### src/rtl/video_ctrl_regs_if.sv
// Pipelined Wishbone register-access bus (32-bit data, word-indexed addressing).
interface wishbone_if;
    logic        cyc;
    logic        stb;
    logic        we;
    logic [31:0] addr;
    logic [31:0] wdata;
    logic [3:0]  sel;
    logic [31:0] rdata;
    logic        ack;
    logic        stall;
    logic        err;
    logic        rty;

    modport SLAVE  (input  cyc, stb, we, addr, wdata, sel,
                    output rdata, ack, stall, err, rty);
    modport MASTER (output cyc, stb, we, addr, wdata, sel,
                    input  rdata, ack, stall, err, rty);
endinterface

### src/rtl/video_ctrl_regs.sv
// Video core layer configuration registers: shadow/active pairs with
// frame-synchronous atomic commit, frame counter and maskable interrupts.

module video_ctrl_layer #(
    parameter int CFG_W  = 16,
    parameter int ADDR_W = 32
) (
    input  logic              clk_i,
    input  logic              rstn_i,
    input  logic              wr_cfg,
    input  logic              wr_addr,
    input  logic [31:0]       wdata,
    input  logic [3:0]        sel,
    input  logic              commit,
    output logic [CFG_W-1:0]  shadow_cfg,
    output logic [ADDR_W-1:0] shadow_addr,
    output logic [CFG_W-1:0]  act_cfg,
    output logic [ADDR_W-1:0] act_addr
);
    logic [31:0] be_mask;
    logic        unused_bus;

    assign be_mask    = {{8{sel[3]}}, {8{sel[2]}}, {8{sel[1]}}, {8{sel[0]}}};
    assign unused_bus = ^{wdata, be_mask};

    // Active copies read the pre-edge shadow, so a same-cycle shadow write
    // lands in the shadow only and waits for the next commit.
    always_ff @(posedge clk_i or negedge rstn_i) begin
        if (!rstn_i) begin
            shadow_cfg  <= '0;
            shadow_addr <= '0;
            act_cfg     <= '0;
            act_addr    <= '0;
        end else begin
            if (wr_cfg)
                shadow_cfg <= (shadow_cfg & ~be_mask[CFG_W-1:0]) |
                              (wdata[CFG_W-1:0] & be_mask[CFG_W-1:0]);
            if (wr_addr)
                shadow_addr <= (shadow_addr & ~be_mask[ADDR_W-1:0]) |
                               (wdata[ADDR_W-1:0] & be_mask[ADDR_W-1:0]);
            if (commit) begin
                act_cfg  <= shadow_cfg;
                act_addr <= shadow_addr;
            end
        end
    end
endmodule

module video_ctrl_regs #(
    parameter int NUM_LAYERS = 2,
    parameter int CFG_W      = 16,
    parameter int ADDR_W     = 32
) (
    input  logic                         clk_i,
    input  logic                         rstn_i,
    wishbone_if.SLAVE                    config_if,
    input  logic                         frame_start_i,
    output logic [NUM_LAYERS*CFG_W-1:0]  cfg_o,
    output logic [NUM_LAYERS*ADDR_W-1:0] addr_o,
    output logic                         irq_o
);
    localparam int NUM_REGS = 4 + 2*NUM_LAYERS;
    localparam int IDX_W    = $clog2(NUM_REGS);
    localparam int STAGES   = 1;

    logic             req, wr, wr_ctrl, wr_stat, commit_fire;
    logic [IDX_W-1:0] idx;
    logic [STAGES:0]  vld_pipe;
    logic [31:0]      rd_val, rdata_q;
    logic             commit_pending, frame_ie, commit_ie, frame_f, commit_f;
    logic [15:0]      frame_cnt;
    logic             unused_addr;

    logic [NUM_LAYERS-1:0][CFG_W-1:0]  shadow_cfg, act_cfg;
    logic [NUM_LAYERS-1:0][ADDR_W-1:0] shadow_addr, act_addr;

    assign req         = config_if.cyc & config_if.stb;
    assign wr          = req & config_if.we;
    assign idx         = config_if.addr[IDX_W-1:0];
    assign wr_ctrl     = wr & (idx == IDX_W'(0)) & config_if.sel[0];
    assign wr_stat     = wr & (idx == IDX_W'(1)) & config_if.sel[0];
    assign commit_fire = frame_start_i & commit_pending;
    assign unused_addr = ^config_if.addr[31:IDX_W];

    assign vld_pipe[0]      = req;
    assign config_if.ack    = vld_pipe[STAGES];
    assign config_if.rdata  = rdata_q;
    assign config_if.stall  = 1'b0;
    assign config_if.err    = 1'b0;
    assign config_if.rty    = 1'b0;

    assign cfg_o  = act_cfg;
    assign addr_o = act_addr;

    generate
        for (genvar l = 0; l < NUM_LAYERS; l++) begin : g_layer
            video_ctrl_layer #(.CFG_W(CFG_W), .ADDR_W(ADDR_W)) u_layer (
                .clk_i       (clk_i),
                .rstn_i      (rstn_i),
                .wr_cfg      (wr && (idx == IDX_W'(4 + 2*l))),
                .wr_addr     (wr && (idx == IDX_W'(5 + 2*l))),
                .wdata       (config_if.wdata),
                .sel         (config_if.sel),
                .commit      (commit_fire),
                .shadow_cfg  (shadow_cfg[l]),
                .shadow_addr (shadow_addr[l]),
                .act_cfg     (act_cfg[l]),
                .act_addr    (act_addr[l])
            );
        end
    endgenerate

    always_comb begin
        rd_val = '0;
        case (idx)
            IDX_W'(0): rd_val[2:0]  = {commit_ie, frame_ie, commit_pending};
            IDX_W'(1): rd_val[1:0]  = {commit_f, frame_f};
            IDX_W'(2): rd_val[15:0] = frame_cnt;
            default:   ;
        endcase
        for (int l = 0; l < NUM_LAYERS; l++) begin
            if (idx == IDX_W'(4 + 2*l)) rd_val[CFG_W-1:0]  = shadow_cfg[l];
            if (idx == IDX_W'(5 + 2*l)) rd_val[ADDR_W-1:0] = shadow_addr[l];
        end
    end

    // Hardware sets take priority over software clears on the same edge;
    // a commit requested on a frame-start edge waits for the next frame.
    always_ff @(posedge clk_i or negedge rstn_i) begin
        if (!rstn_i) begin
            vld_pipe[STAGES:1] <= '0;
            rdata_q            <= '0;
            commit_pending     <= 1'b0;
            frame_ie           <= 1'b0;
            commit_ie          <= 1'b0;
            frame_f            <= 1'b0;
            commit_f           <= 1'b0;
            frame_cnt          <= '0;
            irq_o              <= 1'b0;
        end else begin
            vld_pipe[STAGES:1] <= vld_pipe[STAGES-1:0];
            if (req)
                rdata_q <= rd_val;
            if (frame_start_i)
                frame_cnt <= frame_cnt + 16'd1;
            if (wr_ctrl)
                {commit_ie, frame_ie} <= config_if.wdata[2:1];
            if (wr_ctrl && config_if.wdata[0])
                commit_pending <= 1'b1;
            else if (commit_fire)
                commit_pending <= 1'b0;
            if (frame_start_i)
                frame_f <= 1'b1;
            else if (wr_stat && config_if.wdata[0])
                frame_f <= 1'b0;
            if (commit_fire)
                commit_f <= 1'b1;
            else if (wr_stat && config_if.wdata[1])
                commit_f <= 1'b0;
            irq_o <= (frame_f & frame_ie) | (commit_f & commit_ie);
        end
    end
endmodule

### src/flat_wrapper.sv
// flat-port wrapper written by rule: the top's interface ports become plain ports
module video_ctrl_regs_flat 
#(
    parameter int NUM_LAYERS = 2,
    parameter int CFG_W      = 16,
    parameter int ADDR_W     = 32
)
  (clk_i, rstn_i, frame_start_i, cfg_o, addr_o, irq_o, config_if_cyc, config_if_stb, config_if_we, config_if_addr, config_if_wdata, config_if_sel, config_if_rdata, config_if_ack, config_if_stall, config_if_err, config_if_rty);
  wishbone_if config_if_i ();
  input  logic clk_i;
  input  logic rstn_i;
  input  logic frame_start_i;
  output logic [NUM_LAYERS*CFG_W-1:0] cfg_o;
  output logic [NUM_LAYERS*ADDR_W-1:0] addr_o;
  output logic irq_o;
  input wire logic [$bits(config_if_i.cyc)-1:0] config_if_cyc;
  input wire logic [$bits(config_if_i.stb)-1:0] config_if_stb;
  input wire logic [$bits(config_if_i.we)-1:0] config_if_we;
  input wire logic [$bits(config_if_i.addr)-1:0] config_if_addr;
  input wire logic [$bits(config_if_i.wdata)-1:0] config_if_wdata;
  input wire logic [$bits(config_if_i.sel)-1:0] config_if_sel;
  output wire logic [$bits(config_if_i.rdata)-1:0] config_if_rdata;
  output wire logic [$bits(config_if_i.ack)-1:0] config_if_ack;
  output wire logic [$bits(config_if_i.stall)-1:0] config_if_stall;
  output wire logic [$bits(config_if_i.err)-1:0] config_if_err;
  output wire logic [$bits(config_if_i.rty)-1:0] config_if_rty;
  assign config_if_i.cyc = config_if_cyc;
  assign config_if_i.stb = config_if_stb;
  assign config_if_i.we = config_if_we;
  assign config_if_i.addr = config_if_addr;
  assign config_if_i.wdata = config_if_wdata;
  assign config_if_i.sel = config_if_sel;
  assign config_if_rdata = config_if_i.rdata;
  assign config_if_ack = config_if_i.ack;
  assign config_if_stall = config_if_i.stall;
  assign config_if_err = config_if_i.err;
  assign config_if_rty = config_if_i.rty;
  video_ctrl_regs #(.NUM_LAYERS(NUM_LAYERS), .CFG_W(CFG_W), .ADDR_W(ADDR_W)) u_core (.clk_i(clk_i), .rstn_i(rstn_i), .config_if(config_if_i), .frame_start_i(frame_start_i), .cfg_o(cfg_o), .addr_o(addr_o), .irq_o(irq_o));
endmodule
### config.mk
export PLATFORM = sky130hd
export DESIGN_NAME = video_ctrl_regs_flat
export DESIGN_NICKNAME = d
export VERILOG_FILES = /design/src/rtl/video_ctrl_regs_if.sv /design/src/rtl/video_ctrl_regs.sv /design/src/flat_wrapper.sv
export SDC_FILE = /design/constraint.sdc
export NUM_CORES = 1
export LEC_CHECK = 0
export CAP_MARGIN = 30
export CORE_MARGIN = 2
export CORE_UTILIZATION = 36
export DETAILED_ROUTE_END_ITERATION = 8
export HOLD_SLACK_MARGIN = 0.1
export PLACE_DENSITY_LB_ADDON = 0.08
export SYNTH_ARGS = -nofsm -noshare
export SYNTH_HDL_FRONTEND = slang
export SYNTH_SLANG_ARGS = --single-unit
export TNS_END_PERCENT = 1
### constraint.sdc
create_clock -name clk_i -period 1.96 [get_ports clk_i]
set_input_delay 0.294 -clock clk_i [delete_from_list [all_inputs] [get_ports clk_i]]
set_output_delay 0.294 -clock clk_i [all_outputs]
set_load 0.01 [all_outputs]
==> run_results.csv <==
group,metric,value,unit
route,first_iter_violations,447,
die,die_x,174,µm
timing,hold_viol,0,
synth,yosys.area.top_type,"dfrtp_1",
clock_tree,clockRootBuffer,"clkbuf_16",
layout,fill_cells,2585,
clock_tree,cts_resized,0,
power_and_ir_drop,seqPwrFrac,49.1,%
route,routedWlPerCell,19.2,µm
layout,drive_above_1_share,31.3,%
die,die_h,174,µm
layout,nNetsFinal,1074,
die,row_count,62,
critical_path,crit_slowest_cell,"clkdlybuf4s50_1",
power_and_ir_drop,p_sw,3.09,mW
outcome,outcome,"finished, final reports clean",
critical_path,required,1.67,ns
timing,clock.fmax,548,MHz
die,ios,207,
timing,finalMaxSlewViolations,0,
timing,min_period,1.82,ns
clock_tree,tritoncts,"built",
route,remaining_drc_errors,0,
critical_path,cp_data_arrival_time,1.53,ns
route,wl,26.8,mm
critical_path,cpLargestDelayFamily,"buffers and inverters",
critical_path,crit_type,"register to output pin",
synth,ys_seq_area_share,59.4,%
critical_path,r2r_slack,0.44,ns
die,initial_core_util,36.4,%
clock_tree,clk_pin_slew,0.06,ns
timing,fin_setup_tns,0,ns
synth,synthFlopType,"dfrtp_1",
power_and_ir_drop,clkPwrFrac,37.9,%
clock_tree,post_cts_buffers,0,
clock_tree,hold_buffers,1,
layout,n_antenna_cell,0,
layout,multi_input_area,3930,µm²
place,place.gp.congestion,0.751,
global_routing,grt_start_max_net_pins,64,
synth,yosysWarningCount,0,
critical_path,crit_buf_inv,1,
die,core-area,28600,µm²
run,drv_cap,0,
critical_path,crit_path_max_fanout,2,
route,drtAntennaViolNets,0,
power_and_ir_drop,p_sw_share,25.2,%
timing,rsz0062_at_grt,"no",
timing,setup_viol,0,
power_and_ir_drop,max-vdd-ir-drop,0.548,mV
synth,synth-seq-cells,247,
power_and_ir_drop,p_per_area,877,nW/µm²
synth,async_reset_ff_share,100,%
place,io_buffer_count,174,
route,first_pass_iters,4,
timing,fin_ws,0.136,ns
power_and_ir_drop,finalPower,12.2,mW
timing,skew,0.0170,ns
power_and_ir_drop,pwr-share-comb,13.0,%
route,num_vias,6933,
clock_tree,clk_path_buf_depth,3,
clock_tree,cts_sinks,247,
place,dp_slack,-0.157,ns
layout,regArea,6180,µm²
clock_tree,cts_inserted_buffers,27,
critical_path,cp_slowest_stage_delay,0.58,ns
clock_tree,htreeDepth,1,
min_path,min_path_type,"input port to asynchronous set/reset pin",
synth,syn_area,10400,µm²
critical_path,path_cells,"clkdlybuf4s50_1",
critical_path,start_kind,"register",
synth,netlist_instances,783,
critical_path,endpoint_kind,"output pin",
global_routing,antenna_found_initial,0,
power_and_ir_drop,cellLeakagePower,6.32,nW
global_routing,grt_pass1_vias,7160,
global_routing,gr-total-overflow,0,
synth,yosysTopAreaCellShare,59.4,%
layout,areaGrowthSynthToFinish,34.0,%
synth,ys_top_cells_by_area,"dfrtp_1 59%, mux2_2 20%, nor2_1 1.8%, a221oi_1 1.5%, o21ai_0 1.3%",
synth,synth-edff-count,0,
route,via_per_inst,4.96,
die,dieArea,30300,µm²
global_routing,grt_pass1_wl,42.6,mm
synth,avgSynthCellArea,13.3,µm²
synth,yosys.cell_count.top_type,"dfrtp_1",
clock_tree,insertion_delay,0.53,ns
synth,synth_cell_types,49,
synth,synth_common_cells,"247 x dfrtp_1, 183 x mux2_2, 49 x nor2_1",
timing,period_share,93.1,%
power_and_ir_drop,p_int,9.15,mW
place,dp_hpwl,19.0,mm
global_routing,track_usage,17.9,%
[metrics by stage]
stage	hold WS (ns)	area (µm²)	std cells	utilization [%]
finish	0.211	13900	1397	48.7
global route	0.223	13900	1397	48.7
CTS	0.195	13900	1397	48.7
detailed placement	0.152	13100	1353	45.9
global placement	0.153	13100	1353	45.9
floorplan	-0.00159	10400	785	-
[cells by family (layout without fill, tap and decap cells)]
logic type	Yosys count	after routing	share of synthesized area, %
muxes	187	187	20.3
xor gates and xnor gates	15	15	1.26
DFF	247	247	59.4
buffers and inverters	71	299	3.03
AOI/OAI and AO/OA	101	101	7.12
and+or+nand+nor	160	160	8.75
other	1	3	0.0360
adders and majority gates	1	1	0.120
[cells in the final DEF, fill, tap and decap left out, types with 10 or more instances in the layout]
cell / instances
nand3b_1: 15
nand4b_1: 13
nand2_1: 22
mux2_2: 183
a221oi_1: 18
nor2_2: 10
a31o_2: 13
dfrtp_1: 247
inv_1: 20
clkdlybuf4s50_1: 171
clkbuf_16: 27
o2bb2ai_1: 14
xor2_1: 10
o211ai_1: 15
nor2_1: 49
buf_4: 38
o21ai_0: 27
buf_12: 23
nand3_1: 15
[power groups by stage]
stage          Sequential [mW]  Clock (mW)  Combinational [mW]
6_report                  6.01        4.63                1.59
5_1_grt                   6.08        4.99                1.75
4_1_cts                   6.02        4.78                1.62
3_5_place_dp              6.11           0                1.61
3_3_place_gp              6.10           0                1.60
2_1_floorplan             6.02           0               0.769
[final timing paths]
check	depth (start not counted)	end	from
worst max-delay path	1	config_if_rdata[0]	u_core.config_if.rdata[0]
worst min-delay path	2	u_core.g_layer[0].u_layer.act_addr[29]	rstn_i
worst max register to register	4	u_core.frame_cnt[12]	u_core.frame_cnt[0]
worst min register to register	1	u_core.frame_cnt[15]	u_core.frame_cnt[15]
max in group asynchronous	3	asynchronous set/reset pin	rstn_i
min in group clk_i	3	u_core.commit_pending	config_if_addr[1]
[routing by layer]
layer | up-vias | global-route usage (%) | wire [µm]
li1 | 3245 | - | -
met1 | 3510 | 26.1 | 12800
met2 | 147 | 28.3 | 12400
met3 | 31 | 3.00 | 1130
met4 | 0 | 3.47 | 488
met5 | - | 0 | 0
[area by class of cell]
cell class,count,area share [%]
Clock buffer,39,5.53
Timing Repair Buffer,236,17.9
Multi-Input combinational cell,467,28.2
Inverter,20,0.538
Tap cell,384,3.44
Sequential cell,247,44.3
Clock inverter,4,0.144
Power figures use the tool's default switching activity.
